<file path="config.mk">
export PLATFORM = sky130hd
export DESIGN_NAME = pipeline_hazard_ctrl_flat
export DESIGN_NICKNAME = d
export VERILOG_FILES = /design/src/rtl/pipeline_hazard_ctrl_pkg.sv /design/src/rtl/pipeline_hazard_ctrl_if.sv /design/src/rtl/pipeline_hazard_ctrl_hazard_detect.sv /design/src/rtl/pipeline_hazard_ctrl.sv /design/src/flat_wrapper.sv
export SDC_FILE = /design/constraint.sdc
export NUM_CORES = 1
export LEC_CHECK = 0
export CAP_MARGIN = 20
export CORE_ASPECT_RATIO = 0.5
export CORE_UTILIZATION = 50
export CTS_CLUSTER_DIAMETER = 100
export CTS_CLUSTER_SIZE = 16
export DETAILED_ROUTE_END_ITERATION = 10
export PLACE_DENSITY = 0.84
export SLEW_MARGIN = 20
export SYNTH_ARGS = -nofsm -noshare
export SYNTH_HDL_FRONTEND = slang
export SYNTH_SLANG_ARGS = --single-unit
export TNS_END_PERCENT = 50
</file>
<file path="constraint.sdc">
create_clock -name clk -period 5.2 [get_ports clk]
set_input_delay 0.78 -clock clk [delete_from_list [all_inputs] [get_ports clk]]
set_output_delay 0.78 -clock clk [all_outputs]
set_load 0.03 [all_outputs]
</file>
<file path="src/rtl/pipeline_hazard_ctrl_pkg.sv">
// ---------------------------------------------------------------------------
// pipeline_hazard_ctrl_pkg
// Shared types and constants for the pipeline hazard controller:
//   - ctrl_state_e : controller FSM states
//   - pipe_ctrl_t  : bundle of PC / pipeline-register enables and flushes
//   - ctrl_uniform : builds a pipe_ctrl_t with every enable and every flush
//                    set to the same value
// ---------------------------------------------------------------------------
package pipeline_hazard_ctrl_pkg;

  localparam int REG_ADDR_W = 5;
  localparam int WAIT_CNT_W = 8;

  typedef enum logic [1:0] {
    RUN      = 2'd0,
    MEM_WAIT = 2'd1,
    ERROR    = 2'd2
  } ctrl_state_e;

  typedef struct packed {
    logic pc_en;
    logic ifid_en;
    logic idex_en;
    logic exmem_en;
    logic memwb_en;
    logic ifid_flush;
    logic idex_flush;
    logic memwb_flush;
  } pipe_ctrl_t;

  function automatic pipe_ctrl_t ctrl_uniform(input logic en, input logic flush);
    pipe_ctrl_t c;
    c.pc_en       = en;
    c.ifid_en     = en;
    c.idex_en     = en;
    c.exmem_en    = en;
    c.memwb_en    = en;
    c.ifid_flush  = flush;
    c.idex_flush  = flush;
    c.memwb_flush = flush;
    return c;
  endfunction

endpackage

</file>
<file path="src/rtl/pipeline_hazard_ctrl_if.sv">
// ---------------------------------------------------------------------------
// pipeline_hazard_ctrl_if
// Bundles the hazard sources coming from the datapath and the sequencing
// controls going back to it.
//   master : datapath side - drives hazard sources, receives controls
//   slave  : controller side - receives hazard sources, drives controls
// Hazard sources: IFID_rs1/rs2, IDEX_MemoryRead, IDEX_rd, EXMEM_MemoryRead,
//   EXMEM_MemoryWrite, mem_ready, branch_taken.
// Controls: pc_en, ifid/idex/exmem/memwb_en, ifid/idex/memwb_flush,
//   mem_error, stall_count[CNT_W].
// ---------------------------------------------------------------------------
interface pipeline_hazard_ctrl_if #(
  parameter int CNT_W = 16
);
  import pipeline_hazard_ctrl_pkg::*;

  logic [REG_ADDR_W-1:0] IFID_rs1;
  logic [REG_ADDR_W-1:0] IFID_rs2;
  logic                  IDEX_MemoryRead;
  logic [REG_ADDR_W-1:0] IDEX_rd;
  logic                  EXMEM_MemoryRead;
  logic                  EXMEM_MemoryWrite;
  logic                  mem_ready;
  logic                  branch_taken;

  logic                  pc_en;
  logic                  ifid_en;
  logic                  idex_en;
  logic                  exmem_en;
  logic                  memwb_en;
  logic                  ifid_flush;
  logic                  idex_flush;
  logic                  memwb_flush;
  logic                  mem_error;
  logic [CNT_W-1:0]      stall_count;

  modport master (
    output IFID_rs1, IFID_rs2, IDEX_MemoryRead, IDEX_rd,
           EXMEM_MemoryRead, EXMEM_MemoryWrite, mem_ready, branch_taken,
    input  pc_en, ifid_en, idex_en, exmem_en, memwb_en,
           ifid_flush, idex_flush, memwb_flush, mem_error, stall_count
  );

  modport slave (
    input  IFID_rs1, IFID_rs2, IDEX_MemoryRead, IDEX_rd,
           EXMEM_MemoryRead, EXMEM_MemoryWrite, mem_ready, branch_taken,
    output pc_en, ifid_en, idex_en, exmem_en, memwb_en,
           ifid_flush, idex_flush, memwb_flush, mem_error, stall_count
  );

endinterface

</file>
<file path="src/rtl/pipeline_hazard_ctrl_hazard_detect.sv">
// ---------------------------------------------------------------------------
// pipeline_hazard_ctrl_hazard_detect
// Combinational load-use detector: the load in EX writes a register that
// the instruction in ID reads. x0 is hard-wired zero, so rd=0 never hazards.
//   idex_mem_read_i : instruction in EX is a load
//   idex_rd_i       : destination register of the instruction in EX
//   ifid_rs1_i/rs2_i: source registers of the instruction in ID
//   load_use_o      : one-bubble stall required
// ---------------------------------------------------------------------------
module pipeline_hazard_ctrl_hazard_detect
  import pipeline_hazard_ctrl_pkg::*;
(
  input  logic                  idex_mem_read_i,
  input  logic [REG_ADDR_W-1:0] idex_rd_i,
  input  logic [REG_ADDR_W-1:0] ifid_rs1_i,
  input  logic [REG_ADDR_W-1:0] ifid_rs2_i,
  output logic                  load_use_o
);

  logic rd_nonzero;
  logic rs_match;

  assign rd_nonzero = (idex_rd_i != '0);
  assign rs_match   = (idex_rd_i == ifid_rs1_i) || (idex_rd_i == ifid_rs2_i);
  assign load_use_o = idex_mem_read_i && rd_nonzero && rs_match;

endmodule

</file>
<file path="src/rtl/pipeline_hazard_ctrl.sv">
// ---------------------------------------------------------------------------
// pipeline_hazard_ctrl
// Per-cycle advance / hold / bubble sequencing for the PC and the IF/ID,
// ID/EX, EX/MEM and MEM/WB registers of the five-stage core. Also counts
// cycles with the PC held (saturating) and flags a data-memory timeout.
//   clk  : single clock, rising edge
//   rst  : synchronous, active-high reset
//   bus  : pipeline_hazard_ctrl_if.slave (hazard sources in, controls out)
// Parameters:
//   CNT_W       : stall_count width
//   MEM_TIMEOUT : consecutive memory-wait cycles tolerated before ERROR (1..255)
//
// state    | meaning
// ---------+----------------------------------------------------------------
// RUN      | normal flow; load-use / branch handled with bubbles
// MEM_WAIT | data access outstanding in MEM; upstream frozen, MEM/WB bubbled
// ERROR    | memory timed out; whole pipeline frozen until reset
// ---------------------------------------------------------------------------
module pipeline_hazard_ctrl
  import pipeline_hazard_ctrl_pkg::*;
#(
  parameter int CNT_W       = 16,
  parameter int MEM_TIMEOUT = 255
) (
  input  logic                        clk,
  input  logic                        rst,
  pipeline_hazard_ctrl_if.slave       bus
);

  localparam logic [WAIT_CNT_W-1:0] TIMEOUT_CNT = WAIT_CNT_W'(MEM_TIMEOUT);
  localparam logic [WAIT_CNT_W-1:0] WAIT_ONE    = WAIT_CNT_W'(1);
  localparam logic [CNT_W-1:0]      STALL_ONE   = CNT_W'(1);
  localparam logic [CNT_W-1:0]      STALL_MAX   = '1;

  ctrl_state_e           state_q, state_d;
  logic [WAIT_CNT_W-1:0] wait_cnt_q, wait_cnt_d;
  logic [WAIT_CNT_W-1:0] wait_inc;
  logic [CNT_W-1:0]      stall_cnt_q, stall_cnt_d;
  logic                  mem_error_q, mem_error_d;

  logic                  load_use;
  logic                  mem_busy;
  pipe_ctrl_t            ctrl;

  pipeline_hazard_ctrl_hazard_detect u_hazard_detect (
    .idex_mem_read_i (bus.IDEX_MemoryRead),
    .idex_rd_i       (bus.IDEX_rd),
    .ifid_rs1_i      (bus.IFID_rs1),
    .ifid_rs2_i      (bus.IFID_rs2),
    .load_use_o      (load_use)
  );

  assign mem_busy = (bus.EXMEM_MemoryRead || bus.EXMEM_MemoryWrite) && !bus.mem_ready;
  assign wait_inc = wait_cnt_q + WAIT_ONE;

  // Next-state and control decode. RUN and MEM_WAIT share the same priority
  // chain: once memory stops being busy, MEM_WAIT behaves exactly like RUN,
  // so a branch held in the frozen EX stage is honoured on the release cycle.
  always_comb begin
    state_d     = state_q;
    wait_cnt_d  = wait_cnt_q;
    mem_error_d = mem_error_q;
    ctrl        = ctrl_uniform(1'b1, 1'b0);

    unique case (state_q)
      RUN, MEM_WAIT: begin
        if (mem_busy) begin
          // Freeze everything behind MEM; MEM/WB takes a bubble so WB does
          // not retire the stalled access twice.
          ctrl             = ctrl_uniform(1'b0, 1'b0);
          ctrl.memwb_en    = 1'b1;
          ctrl.memwb_flush = 1'b1;
          wait_cnt_d       = wait_inc;
          if (wait_inc == TIMEOUT_CNT) begin
            state_d     = ERROR;
            mem_error_d = 1'b1;
          end else begin
            state_d = MEM_WAIT;
          end
        end else begin
          state_d    = RUN;
          wait_cnt_d = '0;
          if (bus.branch_taken) begin
            // Kill the two wrong-path instructions in IF/ID and ID/EX; any
            // load-use seen this cycle belongs to a killed instruction.
            ctrl.ifid_flush = 1'b1;
            ctrl.idex_flush = 1'b1;
          end else if (load_use) begin
            ctrl.pc_en      = 1'b0;
            ctrl.ifid_en    = 1'b0;
            ctrl.idex_flush = 1'b1;
          end
        end
      end
      ERROR: begin
        ctrl = ctrl_uniform(1'b0, 1'b0);
      end
      default: begin
        state_d    = RUN;
        wait_cnt_d = '0;
      end
    endcase

    if (rst) begin
      ctrl = ctrl_uniform(1'b0, 1'b1);
    end
  end

  always_comb begin
    stall_cnt_d = stall_cnt_q;
    if (!ctrl.pc_en && (stall_cnt_q != STALL_MAX)) begin
      stall_cnt_d = stall_cnt_q + STALL_ONE;
    end
  end

  always_ff @(posedge clk) begin
    if (rst) begin
      state_q     <= RUN;
      wait_cnt_q  <= '0;
      stall_cnt_q <= '0;
      mem_error_q <= 1'b0;
    end else begin
      state_q     <= state_d;
      wait_cnt_q  <= wait_cnt_d;
      stall_cnt_q <= stall_cnt_d;
      mem_error_q <= mem_error_d;
    end
  end

  assign bus.pc_en       = ctrl.pc_en;
  assign bus.ifid_en     = ctrl.ifid_en;
  assign bus.idex_en     = ctrl.idex_en;
  assign bus.exmem_en    = ctrl.exmem_en;
  assign bus.memwb_en    = ctrl.memwb_en;
  assign bus.ifid_flush  = ctrl.ifid_flush;
  assign bus.idex_flush  = ctrl.idex_flush;
  assign bus.memwb_flush = ctrl.memwb_flush;
  assign bus.mem_error   = mem_error_q;
  assign bus.stall_count = stall_cnt_q;

endmodule

</file>
<file path="src/flat_wrapper.sv">
// flat-port wrapper written by rule: the top's interface ports become plain ports
module pipeline_hazard_ctrl_flat import pipeline_hazard_ctrl_pkg::*;
#(
  parameter int CNT_W       = 16,
  parameter int MEM_TIMEOUT = 255
)
  (clk, rst, bus_IFID_rs1, bus_IFID_rs2, bus_IDEX_MemoryRead, bus_IDEX_rd, bus_EXMEM_MemoryRead, bus_EXMEM_MemoryWrite, bus_mem_ready, bus_branch_taken, bus_pc_en, bus_ifid_en, bus_idex_en, bus_exmem_en, bus_memwb_en, bus_ifid_flush, bus_idex_flush, bus_memwb_flush, bus_mem_error, bus_stall_count);
  pipeline_hazard_ctrl_if #(.CNT_W(CNT_W)) bus_i ();
  input  logic clk;
  input  logic rst;
  input wire logic [$bits(bus_i.IFID_rs1)-1:0] bus_IFID_rs1;
  input wire logic [$bits(bus_i.IFID_rs2)-1:0] bus_IFID_rs2;
  input wire logic [$bits(bus_i.IDEX_MemoryRead)-1:0] bus_IDEX_MemoryRead;
  input wire logic [$bits(bus_i.IDEX_rd)-1:0] bus_IDEX_rd;
  input wire logic [$bits(bus_i.EXMEM_MemoryRead)-1:0] bus_EXMEM_MemoryRead;
  input wire logic [$bits(bus_i.EXMEM_MemoryWrite)-1:0] bus_EXMEM_MemoryWrite;
  input wire logic [$bits(bus_i.mem_ready)-1:0] bus_mem_ready;
  input wire logic [$bits(bus_i.branch_taken)-1:0] bus_branch_taken;
  output wire logic [$bits(bus_i.pc_en)-1:0] bus_pc_en;
  output wire logic [$bits(bus_i.ifid_en)-1:0] bus_ifid_en;
  output wire logic [$bits(bus_i.idex_en)-1:0] bus_idex_en;
  output wire logic [$bits(bus_i.exmem_en)-1:0] bus_exmem_en;
  output wire logic [$bits(bus_i.memwb_en)-1:0] bus_memwb_en;
  output wire logic [$bits(bus_i.ifid_flush)-1:0] bus_ifid_flush;
  output wire logic [$bits(bus_i.idex_flush)-1:0] bus_idex_flush;
  output wire logic [$bits(bus_i.memwb_flush)-1:0] bus_memwb_flush;
  output wire logic [$bits(bus_i.mem_error)-1:0] bus_mem_error;
  output wire logic [$bits(bus_i.stall_count)-1:0] bus_stall_count;
  assign bus_i.IFID_rs1 = bus_IFID_rs1;
  assign bus_i.IFID_rs2 = bus_IFID_rs2;
  assign bus_i.IDEX_MemoryRead = bus_IDEX_MemoryRead;
  assign bus_i.IDEX_rd = bus_IDEX_rd;
  assign bus_i.EXMEM_MemoryRead = bus_EXMEM_MemoryRead;
  assign bus_i.EXMEM_MemoryWrite = bus_EXMEM_MemoryWrite;
  assign bus_i.mem_ready = bus_mem_ready;
  assign bus_i.branch_taken = bus_branch_taken;
  assign bus_pc_en = bus_i.pc_en;
  assign bus_ifid_en = bus_i.ifid_en;
  assign bus_idex_en = bus_i.idex_en;
  assign bus_exmem_en = bus_i.exmem_en;
  assign bus_memwb_en = bus_i.memwb_en;
  assign bus_ifid_flush = bus_i.ifid_flush;
  assign bus_idex_flush = bus_i.idex_flush;
  assign bus_memwb_flush = bus_i.memwb_flush;
  assign bus_mem_error = bus_i.mem_error;
  assign bus_stall_count = bus_i.stall_count;
  pipeline_hazard_ctrl #(.CNT_W(CNT_W), .MEM_TIMEOUT(MEM_TIMEOUT)) u_core (.clk(clk), .rst(rst), .bus(bus_i));
endmodule
</file>
* Word level (Yosys, flattened, before mapping) *
Cells that the tools add are included.
Widths: inputs -> output; s select.

word-level totals
  bits in registers = 27
  bits of input ports = 22
  output and inout bits = 25
  logic and storage cells = 40

cells by class
  $add $sub $neg = 2
  equality and inequality tests = 6
  mux-type cells = 16
  reductions and logical operators = 12

operator list
  cell                   count
  $pmux 8 s2             2
  $add 16x1->16 const B  1
  $mux 8                 2
  $ne 16x16->1 const B   1
  $mux 2                 6
  $eq 5x5->1             2
  $add 8x1->8 const B    1
  $eq 8x8->1 const B     1
  $reduce_bool 5->1      1
  $logic_and 1x1->1      4
  $mux 1                 4
  $pmux 2 s2             1
  $mux 3                 1
  $reduce_and 3->1       1
  $eq 2x1->1 const B     1
  $eq 2x2->1 const B     1
  $logic_not 1->1        2
  $logic_not 2->1        1
  $logic_or 1x1->1       2
  $reduce_or 2->1        1

* Depth between registers and ports, before layout *
  word-level depth = 10
  gate-level depth with buffers = 9
  mapped depth without buffers = 7

* Modules after synthesis *
Synthesis repeated with hierarchy kept, for this count alone.

second synthesis, totals
  cell total of the unflattened synthesis = 194
  area total of the unflattened synthesis = 1621.6 um^2

by module, submodules not included
  module                              instances  cells each  area each (um^2)  sequential area each (um^2)
  pipeline_hazard_ctrl                1          177         1496.4            540.5
  pipeline_hazard_ctrl_hazard_detect  1          17          125.1             0.0

* Least setup slack after synthesis *
OpenSTA, ideal clock, no wires.

  path kind = input to output
  from = input port bus_EXMEM_MemoryWrite
  to = output port bus_pc_en
  arrival time = 2.602 ns
  data required time = 4.420 ns
  slack = 1.818 ns
  stages on the path = 5
  buffers on the path = 1
  cells stage by stage = nor2_1 > nor3_1 > nor3_1 > o41a_1 > buf_4

between the ends
  longest elaborated chain between the ends = 5

ends and longest elaborated chain
  item                RTL line                     source
  start: declaration  flat_wrapper.sv:16           input wire logic [$bits(bus_i.EXMEM_MemoryWrite)-1:0] bus_EXMEM_MemoryWrite;
  $logic_or 1x1->1    pipeline_hazard_ctrl.sv:53   assign mem_busy = (bus.EXMEM_MemoryRead || bus.EXMEM_MemoryWrite) && !bus.mem_ready;
  $logic_and 1x1->1   pipeline_hazard_ctrl.sv:53
  $mux 2              pipeline_hazard_ctrl.sv:67   if (mem_busy) begin
  $pmux 8 s2          pipeline_hazard_ctrl.sv:65   unique case (state_q)
  $mux 8              pipeline_hazard_ctrl.sv:104  if (rst) begin
  end: declaration    flat_wrapper.sv:19           output wire logic [$bits(bus_i.pc_en)-1:0] bus_pc_en;

Every way passes these cells.

* Worst setup path in the final report *
  from = input port bus_IDEX_rd[0]
  to = output port bus_ifid_en

between the ends
  longest elaborated chain between the ends = 8
  elaborated cells on any way between the ends = 11
  classes of those cells = eq/ne: 2; mux: 5; reduce/logical: 4

ends and longest elaborated chain
  item                                                          RTL line                                                                            source
  start: declaration                                            flat_wrapper.sv:14                                                                  input wire logic [$bits(bus_i.IDEX_rd)-1:0] bus_IDEX_rd;
  $eq 5x5->1 / $reduce_bool 5->1 (equally long branches)        pipeline_hazard_ctrl_hazard_detect.sv:24, pipeline_hazard_ctrl_hazard_detect.sv:23
  $logic_or 1x1->1 / $logic_and 1x1->1 (equally long branches)  pipeline_hazard_ctrl_hazard_detect.sv:24, pipeline_hazard_ctrl_hazard_detect.sv:25
  $logic_and 1x1->1 (*)                                         pipeline_hazard_ctrl_hazard_detect.sv:25                                            assign load_use_o = idex_mem_read_i && rd_nonzero && rs_match;
  $mux 2 (*)                                                    pipeline_hazard_ctrl.sv:88                                                          end else if (load_use) begin
  $mux 2 (*)                                                    pipeline_hazard_ctrl.sv:83                                                          if (bus.branch_taken) begin
  $mux 2 (*)                                                    pipeline_hazard_ctrl.sv:67
  $pmux 8 s2 (*)                                                pipeline_hazard_ctrl.sv:65
  $mux 8 (*)                                                    pipeline_hazard_ctrl.sv:104
  end: declaration                                              flat_wrapper.sv:20                                                                  output wire logic [$bits(bus_i.ifid_en)-1:0] bus_ifid_en;

Mark *: on every way between the ends. The rest lies on a longest branch, timed or not.

==> impl_metrics.env <==
export IMPL_holdCritPathClass="reg2reg"
export IMPL_placeableCoreArea_um2=2770
export IMPL_period_needed_ns=3.78
export IMPL_clock_tree_htree_level_count=1
export IMPL_post_synth_edffs=0
export IMPL_detailroute_via_count=1546
export IMPL_drtPass1Iterations=4
export IMPL_design_portCount=47
export IMPL_drcViolationCount=0
export IMPL_final_cell_area_um2=2050
export IMPL_cts_buffers_inserted=3
export IMPL_clkTransAtPathRegs_ns=0.10
export IMPL_avgSynthCellArea_um2=7.86
export IMPL_cts_tree="done"
export IMPL_setup_viol_count_final=0
export IMPL_final_layout_size_suffix_gt1_frac=0.0292
export IMPL_proportion_of_synthesized_chip_area_in_sequential_cells=0.349
export IMPL_wire_length_of_the_first_global_routing_pass_mm=5.34
export IMPL_layout_cells_most_common_list="clkdlybuf4s50_1 (46), nor2_1 (27), dfxtp_1 (27)"
export IMPL_maximum_number_of_pins_on_one_net_before_global_route_repair=32
export IMPL_global_route_usage_met3=0.0478
export IMPL_synth_seq_cells=27
export IMPL_numClockSinks=27
export IMPL_avgViaCountPerCell=5.58
export IMPL_startpoint_type="input pin"
export IMPL_cts_max_path_buffers=2
export IMPL_average_wire_per_cell_in_the_routed_design_um=13.3
export IMPL_setup_worst_path_end_class="output port"
export IMPL_max_slew_worst_pin_slew_ns=0.622
export IMPL_max_cap_viols=0
export IMPL_count_of_endpoints_failing_hold_in_the_final_timing_report=0
export IMPL_cp_max_fo=4
export IMPL_die_h_um=41.3
export IMPL_design_die_area_um2=3340
export IMPL_first_iter_violations=44
export IMPL_finalClockSkew_ns=0.00260
export IMPL_dpl_instance_area_um2=2000
export IMPL_final_max_slew_viol_count=0
export IMPL_number_of_port_buffers=46
export IMPL_row_count=13
export IMPL_cts_hold_repair_buffers=0
export IMPL_vdd_ir_drop_worst_v=0.000136
export IMPL_seq_area_um2=541
export IMPL_grtUsageMet1=0.256
export IMPL_remaining_global_route_overflow=0
export IMPL_finalPower_uw=420
export IMPL_netlist_area_um2=1550
export IMPL_post_cts_resized_instances=0
export IMPL_n_fill_cell=209
export IMPL_async_flop_share=0
export IMPL_maxSlewHeadroom=0.582
export IMPL_floorplan_initialDensity=0.560
export IMPL_design_final_nets=266
export IMPL_first_global_vias=1221
export IMPL_dp_final_hpwl_mm=2.69
export IMPL_synthFlopType="dfxtp_1"
export IMPL_finalSetupTns_ns=0
export IMPL_synth_nets=222
export IMPL_final_min_period_over_clock_period=0.727
export IMPL_post_cts_setup_buffers=0
export IMPL_worst_ep_required_time_ns=4.42
export IMPL_die_w_um=80.7
export IMPL_synth_distinct_cells=38
export IMPL_grtUsageMet2=0.424
export IMPL_area_delta_synth_final_pct=32.2
export IMPL_wirelength_mm=3.68
export IMPL_pwr_density_cell_nw_per_um2=205
export IMPL_track_usage=0.220
export IMPL_status="completed"
export IMPL_grt_antenna_before_repair=0
export IMPL_ctsRootBufferMaster="clkbuf_8"
export IMPL_r2r_slack_ns=2.76
export IMPL_latest_clock_arrival_within_the_worst_skew_pair_ns=0.28
export IMPL_arrival_ns=3.00
export IMPL_multi_input_comb_area_um2=916
export IMPL_layout_cells_most_common="clkdlybuf4s50_1"
export IMPL_ant_nets=0
export IMPL_antenna_cells=0
export IMPL_syn_inst=197
export IMPL_total_leakage_power_nw=0.703
export IMPL_place_gp_congestion=0.779
export IMPL_setup_worst_path_class="in2out"
export IMPL_yosys_warnings=0
export IMPL_most_utilized_layer_in_the_global_route_result="met2"
export IMPL_grt_setup_unrepaired="false"
export IMPL_maximum_frequency_from_static_timing_analysis_ghz=0.265
-- per-layer routing --
layer / routed length (um) / part of all wire
met4: 33 / 0.0090
met3: 156 / 0.042
met1: 1670 / 0.45
met5: 0 / 0
met2: 1810 / 0.49
-- per-stage QoR --
stage,hold slack [ns],util,cells,setup slack [ns]
CTS,0.458,0.740,277,1.40
global placement,0.436,0.722,273,1.51
floorplan,0.462,-,197,1.82
global route,0.510,0.740,277,1.35
detailed placement,0.444,0.722,273,1.41
finish,0.457,0.740,277,1.42
-- kinds of logic (layout without fill, tap and decap cells) --
logic type,Yosys count,after routing,synth area share
AOI/OAI and AO/OA,45,45,0.174
xor gates and xnor gates,14,14,0.0792
adders and majority gates,3,3,0.0243
muxes,3,3,0.0210
and+or+nand+nor,90,90,0.293
DFF,27,27,0.349
buffers and inverters,15,58,0.0590
-- cell usage after synthesis, types with 2 or more instances --
library cell / instances / area [um2]
dfxtp_1: 27 / 541
nor2_1: 27 / 101
a21oi_1: 21 / 105
nand2_1: 15 / 56.3
nand3_1: 12 / 60.1
xor2_1: 11 / 96.3
or3_1: 9 / 56.3
o21ai_1: 8 / 40.0
inv_1: 7 / 26.3
nor3_1: 6 / 30.0
or4_1: 6 / 45.0
nand4_1: 4 / 25.0
o21ai_0: 4 / 20.0
o31ai_1: 4 / 30.0
ha_1: 3 / 37.5
nor2b_1: 3 / 18.8
xnor2_1: 3 / 26.3
and3_1: 2 / 12.5
buf_1: 2 / 7.51
buf_4: 2 / 15.0
clkbuf_1: 2 / 7.51
mux2_1: 2 / 22.5
nor4_1: 2 / 12.5
-- layout make-up --
type,count,share of cell area
multi-input cells,155,0.448
repair buffers,47,0.229
well taps,37,0.0226
clock buffers,3,0.0202
clock inverters,1,0.00367
flip-flops and latches,27,0.264
inverters,7,0.0128
-- final timing paths --
check | startpoint | end | cells after the start
setup reg to reg | u_core.bus.stall_count[0]$_SDFFE_PP0P_ | u_core.bus.stall_count[5]$_SDFFE_PP0P_ | 7
hold / removal | u_core.bus.mem_error$_SDFFE_PP0P_ | u_core.bus.mem_error$_SDFFE_PP0P_ | 2
setup / recovery | bus_IDEX_rd[0] | bus_ifid_en | 5
hold reg to reg | u_core.bus.mem_error$_SDFFE_PP0P_ | u_core.bus.mem_error$_SDFFE_PP0P_ | 2
-- sequential cells by signal, summed over array words and instances, names as in the netlist --
signal                  count
u_core.bus.stall_count     16
u_core.wait_cnt_q           8
u_core.state_q              2
u_core.bus.mem_error        1
-- report_power, final --
group | switching, mW | leakage (nW) | internal [mW] | total [mW]
logic | 0.0432 | 0.463 | 0.0386 | 0.0818
registers | 0.00465 | 0.218 | 0.210 | 0.215
clock network | 0.0689 | 0.0217 | 0.0545 | 0.123
-- worst max-delay path: stages --
cell and delay [ns]:
clkdlybuf4s50_1 0.47, or4_1 0.56, o21ai_1 0.23, o41a_1 0.24, clkdlybuf4s50_1 0.72
Note: power is estimated with default switching activity, not from simulation.
